<file path="src/rtl/layered_spi_control.sv">
// layered_spi_control: SPI-slave (mode 0) control register file for an
// N-layer compositing pipeline. Host writes land in a shadow register set;
// a commit request copies shadow to active on the next frame_start.
// Optional feature macro: CTRL_READBACK_EN (shadow readback on MISO).
// All logic runs in the pixel clock domain; SPI inputs are synchronised.
module layered_spi_control #(
    parameter int PRECISION   = 11,
    parameter int LAYER_COUNT = 2,
    parameter int SYNC_STAGES = 2
) (
    input  logic                                 clk,
    input  logic                                 rst,
    input  logic                                 frame_start,
    input  logic                                 hw_spi_clk,
    input  logic                                 hw_spi_ss,
    input  logic                                 hw_spi_mosi,
    output logic                                 hw_spi_miso,
    output logic [2*LAYER_COUNT-1:0]             ctrl_overlay_mode,
    output logic [2*LAYER_COUNT-1:0]             ctrl_fg_scale,
    output logic [(PRECISION+1)*LAYER_COUNT-1:0] ctrl_fg_offset_x,
    output logic [(PRECISION+1)*LAYER_COUNT-1:0] ctrl_fg_offset_y,
    output logic [PRECISION*LAYER_COUNT-1:0]     ctrl_fg_clip_left,
    output logic [PRECISION*LAYER_COUNT-1:0]     ctrl_fg_clip_right,
    output logic [PRECISION*LAYER_COUNT-1:0]     ctrl_fg_clip_top,
    output logic [PRECISION*LAYER_COUNT-1:0]     ctrl_fg_clip_bottom,
    output logic                                 commit_done
);

    // One layer's worth of control fields.
    typedef struct packed {
        logic [1:0]           mode;
        logic [1:0]           scale;
        logic [PRECISION:0]   off_x;
        logic [PRECISION:0]   off_y;
        logic [PRECISION-1:0] clip_left;
        logic [PRECISION-1:0] clip_right;
        logic [PRECISION-1:0] clip_top;
        logic [PRECISION-1:0] clip_bottom;
    } layer_regs_t;

    typedef enum logic [1:0] {
        S_IDLE,
        S_SHIFT,
        S_EXEC,
        S_DRAIN
    } state_t;

    localparam logic [4:0] LAST_BIT = 5'd23;

    // ------------------------------------------------------------------
    // Input synchronisers and edge detection
    // ------------------------------------------------------------------
    logic [SYNC_STAGES-1:0] sclk_sync;
    logic [SYNC_STAGES-1:0] ss_sync;
    logic [SYNC_STAGES-1:0] mosi_sync;
    logic                   sclk_prev;
    logic                   sclk_s;
    logic                   ss_s;
    logic                   mosi_s;
    logic                   sclk_rise;

    // Shift the raw SPI pins through SYNC_STAGES flops; remember last SCLK.
    always_ff @(posedge clk) begin
        // NOTE: sequential state uses non-blocking assignments so every flop
        // samples pre-edge values regardless of statement order.
        if (rst) begin
            sclk_sync <= '0;
            ss_sync   <= '1;
            mosi_sync <= '0;
            sclk_prev <= 1'b0;
        end else begin
            sclk_sync <= (sclk_sync << 1) | SYNC_STAGES'(hw_spi_clk);
            ss_sync   <= (ss_sync << 1)   | SYNC_STAGES'(hw_spi_ss);
            mosi_sync <= (mosi_sync << 1) | SYNC_STAGES'(hw_spi_mosi);
            sclk_prev <= sclk_s;
        end
    end

    assign sclk_s    = sclk_sync[SYNC_STAGES-1];
    assign ss_s      = ss_sync[SYNC_STAGES-1];
    assign mosi_s    = mosi_sync[SYNC_STAGES-1];
    assign sclk_rise = sclk_s & ~sclk_prev;

    // ------------------------------------------------------------------
    // Framer FSM
    // ------------------------------------------------------------------
    state_t      state;
    state_t      state_next;
    logic [4:0]  bit_cnt;
    logic [23:0] shift_reg;
    logic        shift_en;
    logic        exec_en;
    logic        cnt_clear;

    // State register.
    always_ff @(posedge clk) begin
        if (rst) begin
            state <= S_IDLE;
        end else begin
            state <= state_next;
        end
    end

    // Next-state logic: SS high always returns to IDLE, dropping partial frames.
    always_comb begin
        // NOTE: every combinational output gets a default first, so no path
        // leaves it unassigned and no latch is inferred.
        state_next = state;
        if (ss_s) begin
            state_next = S_IDLE;
        end else begin
            unique case (state)
                S_IDLE:  state_next = S_SHIFT;
                S_SHIFT: if (sclk_rise && bit_cnt == LAST_BIT) state_next = S_EXEC;
                S_EXEC:  state_next = S_DRAIN;
                S_DRAIN: state_next = S_DRAIN;
                default: state_next = S_IDLE;
            endcase
        end
    end

    // Output decode of the framer state.
    always_comb begin
        shift_en  = (state == S_SHIFT) && sclk_rise;
        exec_en   = (state == S_EXEC);
        cnt_clear = (state != S_SHIFT);
    end

    // Bit counter and MOSI shift register, sampled on synchronised SCLK rise.
    always_ff @(posedge clk) begin
        if (rst) begin
            bit_cnt   <= '0;
            shift_reg <= '0;
        end else if (cnt_clear) begin
            bit_cnt   <= '0;
        end else if (shift_en) begin
            bit_cnt   <= bit_cnt + 5'd1;
            shift_reg <= {shift_reg[22:0], mosi_s};
        end
    end

    // ------------------------------------------------------------------
    // Frame decode
    // ------------------------------------------------------------------
    logic        fr_wr;
    logic [2:0]  fr_layer;
    logic [3:0]  fr_reg;
    logic [15:0] fr_value;
    logic        fr_layer_ok;
    logic        do_write;
    logic        do_commit_req;
    logic        unused_value_bits;

    assign fr_wr         = shift_reg[23];
    assign fr_layer      = shift_reg[22:20];
    assign fr_reg        = shift_reg[19:16];
    assign fr_value      = shift_reg[15:0];
    assign fr_layer_ok   = int'(fr_layer) < LAYER_COUNT;
    assign do_write      = exec_en && fr_wr && fr_layer_ok && (fr_reg <= 4'd7);
    assign do_commit_req = exec_en && fr_wr && fr_layer_ok && (fr_reg == 4'hF);
    // Upper value bits are simply truncated away for the narrow fields.
    assign unused_value_bits = ^fr_value;

    // ------------------------------------------------------------------
    // Shadow / active register sets and frame-synchronous commit
    // ------------------------------------------------------------------
    layer_regs_t shadow [LAYER_COUNT];
    layer_regs_t active [LAYER_COUNT];
    logic        commit_pending;
    logic        commit_now;

    assign commit_now = frame_start && commit_pending;

    // Shadow writes from EXEC; commit copies the pre-write shadow to active.
    always_ff @(posedge clk) begin
        // NOTE: the register arrays are reset explicitly; they are small flop
        // banks feeding the pipeline, not RAM, and must come up as zero.
        if (rst) begin
            for (int i = 0; i < LAYER_COUNT; i++) begin
                shadow[i] <= '0;
                active[i] <= '0;
            end
            commit_pending <= 1'b0;
            commit_done    <= 1'b0;
        end else begin
            commit_done <= commit_now;
            if (commit_now) begin
                for (int i = 0; i < LAYER_COUNT; i++) begin
                    active[i] <= shadow[i];
                end
            end
            // A request arriving with frame_start survives to the next frame.
            if (do_commit_req) begin
                commit_pending <= 1'b1;
            end else if (frame_start) begin
                commit_pending <= 1'b0;
            end
            if (do_write) begin
                for (int i = 0; i < LAYER_COUNT; i++) begin
                    if (int'(fr_layer) == i) begin
                        case (fr_reg)
                            4'd0: shadow[i].mode        <= fr_value[1:0];
                            4'd1: shadow[i].scale       <= fr_value[1:0];
                            4'd2: shadow[i].off_x       <= fr_value[PRECISION:0];
                            4'd3: shadow[i].off_y       <= fr_value[PRECISION:0];
                            4'd4: shadow[i].clip_left   <= fr_value[PRECISION-1:0];
                            4'd5: shadow[i].clip_right  <= fr_value[PRECISION-1:0];
                            4'd6: shadow[i].clip_top    <= fr_value[PRECISION-1:0];
                            4'd7: shadow[i].clip_bottom <= fr_value[PRECISION-1:0];
                            default: ;
                        endcase
                    end
                end
            end
        end
    end

    // Pack the active set onto the flat ctrl_* buses, layer i at slice i.
    for (genvar g = 0; g < LAYER_COUNT; g++) begin : g_pack
        assign ctrl_overlay_mode[2*g +: 2]                 = active[g].mode;
        assign ctrl_fg_scale[2*g +: 2]                     = active[g].scale;
        assign ctrl_fg_offset_x[(PRECISION+1)*g +: PRECISION+1] = active[g].off_x;
        assign ctrl_fg_offset_y[(PRECISION+1)*g +: PRECISION+1] = active[g].off_y;
        assign ctrl_fg_clip_left[PRECISION*g +: PRECISION]   = active[g].clip_left;
        assign ctrl_fg_clip_right[PRECISION*g +: PRECISION]  = active[g].clip_right;
        assign ctrl_fg_clip_top[PRECISION*g +: PRECISION]    = active[g].clip_top;
        assign ctrl_fg_clip_bottom[PRECISION*g +: PRECISION] = active[g].clip_bottom;
    end

    // ------------------------------------------------------------------
    // MISO readback
    // ------------------------------------------------------------------
`ifdef CTRL_READBACK_EN
    logic        ss_prev;
    logic        sclk_fall;
    logic        ss_fall;
    logic [2:0]  rd_layer;
    logic [3:0]  rd_reg;
    logic [15:0] rd_data;
    logic [15:0] miso_shift;

    assign sclk_fall = ~sclk_s & sclk_prev;
    assign ss_fall   = ~ss_s & ss_prev;
    // After eight rising edges the low byte of the shifter holds byte 0.
    assign rd_layer  = shift_reg[6:4];
    assign rd_reg    = shift_reg[3:0];

    // Remember synchronised SS to spot the start of a frame.
    always_ff @(posedge clk) begin
        if (rst) begin
            ss_prev <= 1'b1;
        end else begin
            ss_prev <= ss_s;
        end
    end

    // Select the addressed shadow field; offsets sign-extend, others zero-extend.
    always_comb begin
        rd_data = '0;
        if (!shift_reg[7]) begin
            for (int i = 0; i < LAYER_COUNT; i++) begin
                if (int'(rd_layer) == i) begin
                    case (rd_reg)
                        4'd0: rd_data = 16'(shadow[i].mode);
                        4'd1: rd_data = 16'(shadow[i].scale);
                        4'd2: rd_data = 16'($signed(shadow[i].off_x));
                        4'd3: rd_data = 16'($signed(shadow[i].off_y));
                        4'd4: rd_data = 16'(shadow[i].clip_left);
                        4'd5: rd_data = 16'(shadow[i].clip_right);
                        4'd6: rd_data = 16'(shadow[i].clip_top);
                        4'd7: rd_data = 16'(shadow[i].clip_bottom);
                        default: rd_data = '0;
                    endcase
                end
            end
        end
    end

    // Status byte presented at SS fall, data loaded at the byte-0/1 boundary,
    // and shifted MSB first on each synchronised SCLK fall.
    always_ff @(posedge clk) begin
        if (rst) begin
            miso_shift <= '0;
        end else if (ss_fall) begin
            miso_shift <= {commit_pending, 15'b0};
        end else if (state == S_SHIFT && sclk_fall) begin
            if (bit_cnt == 5'd8) begin
                miso_shift <= rd_data;
            end else begin
                miso_shift <= miso_shift << 1;
            end
        end else if (ss_s) begin
            miso_shift <= '0;
        end
    end

    assign hw_spi_miso = miso_shift[15];
`else
    assign hw_spi_miso = 1'b0;
`endif

endmodule

</file>
<file path="config.mk">
export PLATFORM = sky130hd
export DESIGN_NAME = layered_spi_control
export DESIGN_NICKNAME = d
export VERILOG_FILES = /design/src/rtl/layered_spi_control.sv
export SDC_FILE = /design/constraint.sdc
export NUM_CORES = 1
export LEC_CHECK = 0
export ABC_CLOCK_PERIOD_IN_PS = 9400
export BUFFER_PORTS_ARGS = -buffer_cell sky130_fd_sc_hd__buf_2
export CAP_MARGIN = 20
export CORE_UTILIZATION = 53
export CTS_CLUSTER_SIZE = 40
export DETAILED_ROUTE_END_ITERATION = 8
export HOLD_SLACK_MARGIN = 0.1
export PLACE_DENSITY = 0.82
export SETUP_SLACK_MARGIN = 0.4
export SLEW_MARGIN = 20
export SYNTH_ARGS = -nofsm -noshare
export SYNTH_HDL_FRONTEND = slang
export SYNTH_SLANG_ARGS = --single-unit
</file>
<file path="constraint.sdc">
create_clock -name clk -period 9.4 [get_ports clk]
set_clock_uncertainty 0.2 [all_clocks]
set_input_delay 1.41 -clock clk [delete_from_list [all_inputs] [get_ports clk]]
set_output_delay 1.41 -clock clk [all_outputs]
set_load 0.01 [all_outputs]
</file>
==> out/metrics.csv <==
stage,metric,value,unit
outcome,status,finished clean,
yosys,syn_inst,764,
timing,final_hold_viol_count,0,
layout,fin_area,0.01375,mm^2
timing,min_period_over_period,0.4231,
layout,fill_cells,1481,
timing,tns,0,ps
floorplan,core-area,0.02176,mm^2
grt,antenna_found_initial,0,
place,post-place-ws,4685,ps
setup_path,crit_arrival,3940,ps
timing,worst_slew_pin_slew,862.1,ps
layout,seq_area,0.009449,mm^2
setup_path,required,9360,ps
run,max_cap_violations,0,
yosys,syn_area_per_cell,15.38,um^2
timing,slew_headroom,0.4253,
timing,drv_slew,0,
place,place_congestion,0.8100,
timing,clock.fmax,251.5,MHz
yosys,syn-num-nets,771,
detailed_routing,finalWirelength,21250,um
place,place_area,0.01276,mm^2
floorplan,row_count,54,
timing,fin_crit,3977,ps
power,totalPowerFinal,0.002874,W
clocking,cts_resized,0,
power,leakage,5.153,nW
yosys,ys_warn_count,0,
setup_path,endpoint_kind,flop,
detailed_routing,drc,0,
clocking,clock-sinks,328,
yosys,yosysSeqAreaShare,0.8043,
setup_path,cp_top_family,buffers and inverters,
power,power_density,208.9,mW/mm^2
grt,grt_max_degree,105,
setup_path,slowest_delay,730,ps
timing,rsz0062_at_grt,no,
grt,grt_pass1_wl,30780,um
clocking,tritoncts,done,
clocking,clock_tree.buffer_depth,3,
setup_path,path_class,input pin to flop,
clocking,hold_buffers,0,
layout,layout_commonest_cell,edfxtp_1,
layout,syn2layout_area_growth,17.07,%
setup_path,cpMaxStageDelayCell,buf_6,
setup_path,path_cells,buf_2 > inv_1 > nand2_4 > buf_6,
setup_path,critPathBufInv,3,
timing,setup_ws,5423,ps
detailed_routing,num_vias,6354,
place,hpwlAfterDp,13370,um
timing,setup_viol,0,
floorplan,dieArea,0.02277,mm^2
detailed_routing,wl_per_cell,17.40,um
layout,multi_input_area,0.002145,mm^2
detailed_routing,routed_via_density,5.204,
grt,grt_usage,0.1826,
clocking,root_buffer,clkbuf_16,
clocking,numCtsBuffers,30,
place,port_buffers,150,
floorplan,ios,152,
yosys,ys_seq_elements,328,
layout,nets,924,
floorplan,initial_core_util,0.5400,
grt,grt_pass1_vias,5717,
detailed_routing,drtIter0Drc,503,
clocking,htree_levels,1,
layout,drive_gt1_frac,0.2285,
detailed_routing,postRouteAntennaNets,0,
grt,overflow,0,
worst_hold_path,hold_class,flop to flop,
layout,n_antenna_cell,0,
layout,layout_common_cells,"edfxtp_1 (288), and2_1 (157), buf_2 (150)",
power,irDropWorstVdd,0.0001096,V
setup_path,startpoint_type,input pin,
floorplan,dieWidth,150.9,um
clocking,worst_setup_hold_path_clk_slew,60,ps
clocking,post_cts_buffers,0,
detailed_routing,drt_first_pass_iters,5,
yosys,synth_cell_type_count,38,
clocking,worstSkewPairLatency,560,ps
setup_path,crit_fanout,98,
yosys,syn_area,0.01175,mm^2
floorplan,dieHeight,150.9,um
[through the flow]
stage,std cells,hold slack [ps],utilization
floorplan,764,189.5,-
global placement,1163,192.7,0.5862
detailed placement,1164,198.9,0.5866
CTS,1220,213.2,0.6306
global route,1221,236.1,0.6322
finish,1221,209.6,0.6322
[worst paths after layout]
| check | startpoint | cells past startpoint | end | slack (ps) |
|---|---|---|---|---|
| setup / recovery | rst | 4 | active[0][83] | 5420 |
| setup reg to reg | state[1] | 3 | shadow[0][24] | 6710 |
| hold reg to reg | ss_sync[0] | 1 | ss_sync[1] | 210 |
| hold / removal | ss_sync[0] | 1 | ss_sync[1] | 210 |
[synthesized netlist by cell type (all sizes together)]
cell | number | area, um^2
nand2 | 65 | 244.0
a31oi | 1 | 6.260
nand2b | 2 | 12.51
edfxtp | 288 | 8648
a21oi | 27 | 135.1
nor4bb | 1 | 10.01
dfxtp | 40 | 800.8
nor2 | 74 | 280.3
ha | 1 | 12.51
nand4 | 7 | 43.79
nand3b | 2 | 15.01
a211oi | 1 | 7.510
o21ai | 18 | 90.09
or2 | 3 | 18.77
nor4b | 1 | 8.760
nor2b | 11 | 68.82
xnor2 | 1 | 8.760
nand4bb | 1 | 11.26
nor3 | 3 | 15.01
nor3b | 1 | 12.51
conb | 1 | 3.750
and4b | 1 | 10.01
clkbuf | 19 | 72.56
nand4b | 1 | 8.760
o31ai | 2 | 20.02
mux2i | 1 | 10.01
and2 | 157 | 982.2
buf | 21 | 118.9
nand3 | 5 | 25.02
or3 | 3 | 18.77
inv | 3 | 11.26
o32ai | 1 | 8.760
and4 | 1 | 8.760
[power breakdown]
group / leakage [nW] / switching (W) / internal, W / total [W]
clock: 0.464 / 0.000499 / 0.000670 / 0.00117
sequential: 3.30 / 0.0000129 / 0.00162 / 0.00164
combinational: 1.39 / 0.0000490 / 0.0000202 / 0.0000692
total: 5.15 / 0.000560 / 0.00231 / 0.00287
[logic make-up after synthesis]
| group | synth area share |
|---|---|
| fa+ha+maj | 0.001065 |
| flops | 0.8043 |
| xor+xnor | 0.0007456 |
| simple gates | 0.1527 |
| buf+inv | 0.01725 |
| compound gates | 0.02279 |
| mux | 0.0008520 |
| other cells | 0.0003192 |
[routing by layer]
| metal | global-route usage | vias to the layer above | wire [um] |
|---|---|---|---|
| li1 | - | 2986 | - |
| met5 | 0 | - | 0 |
| met1 | 0.2264 | 3078 | 8205 |
| met3 | 0.03223 | 47 | 1370 |
| met2 | 0.3229 | 243 | 11100 |
| met4 | 0.06250 | 0 | 569 |
[layout make-up]
cell class,instances,share of cell area
clock buffer,37,0.05649
clock inverter,19,0.01319
tap,280,0.02547
sequential,328,0.6870
timing repair buffer,161,0.06113
inverter,3,0.0008187
multi-input combinational,393,0.1559
No activity file was read; power rests on OpenSTA's default activity.
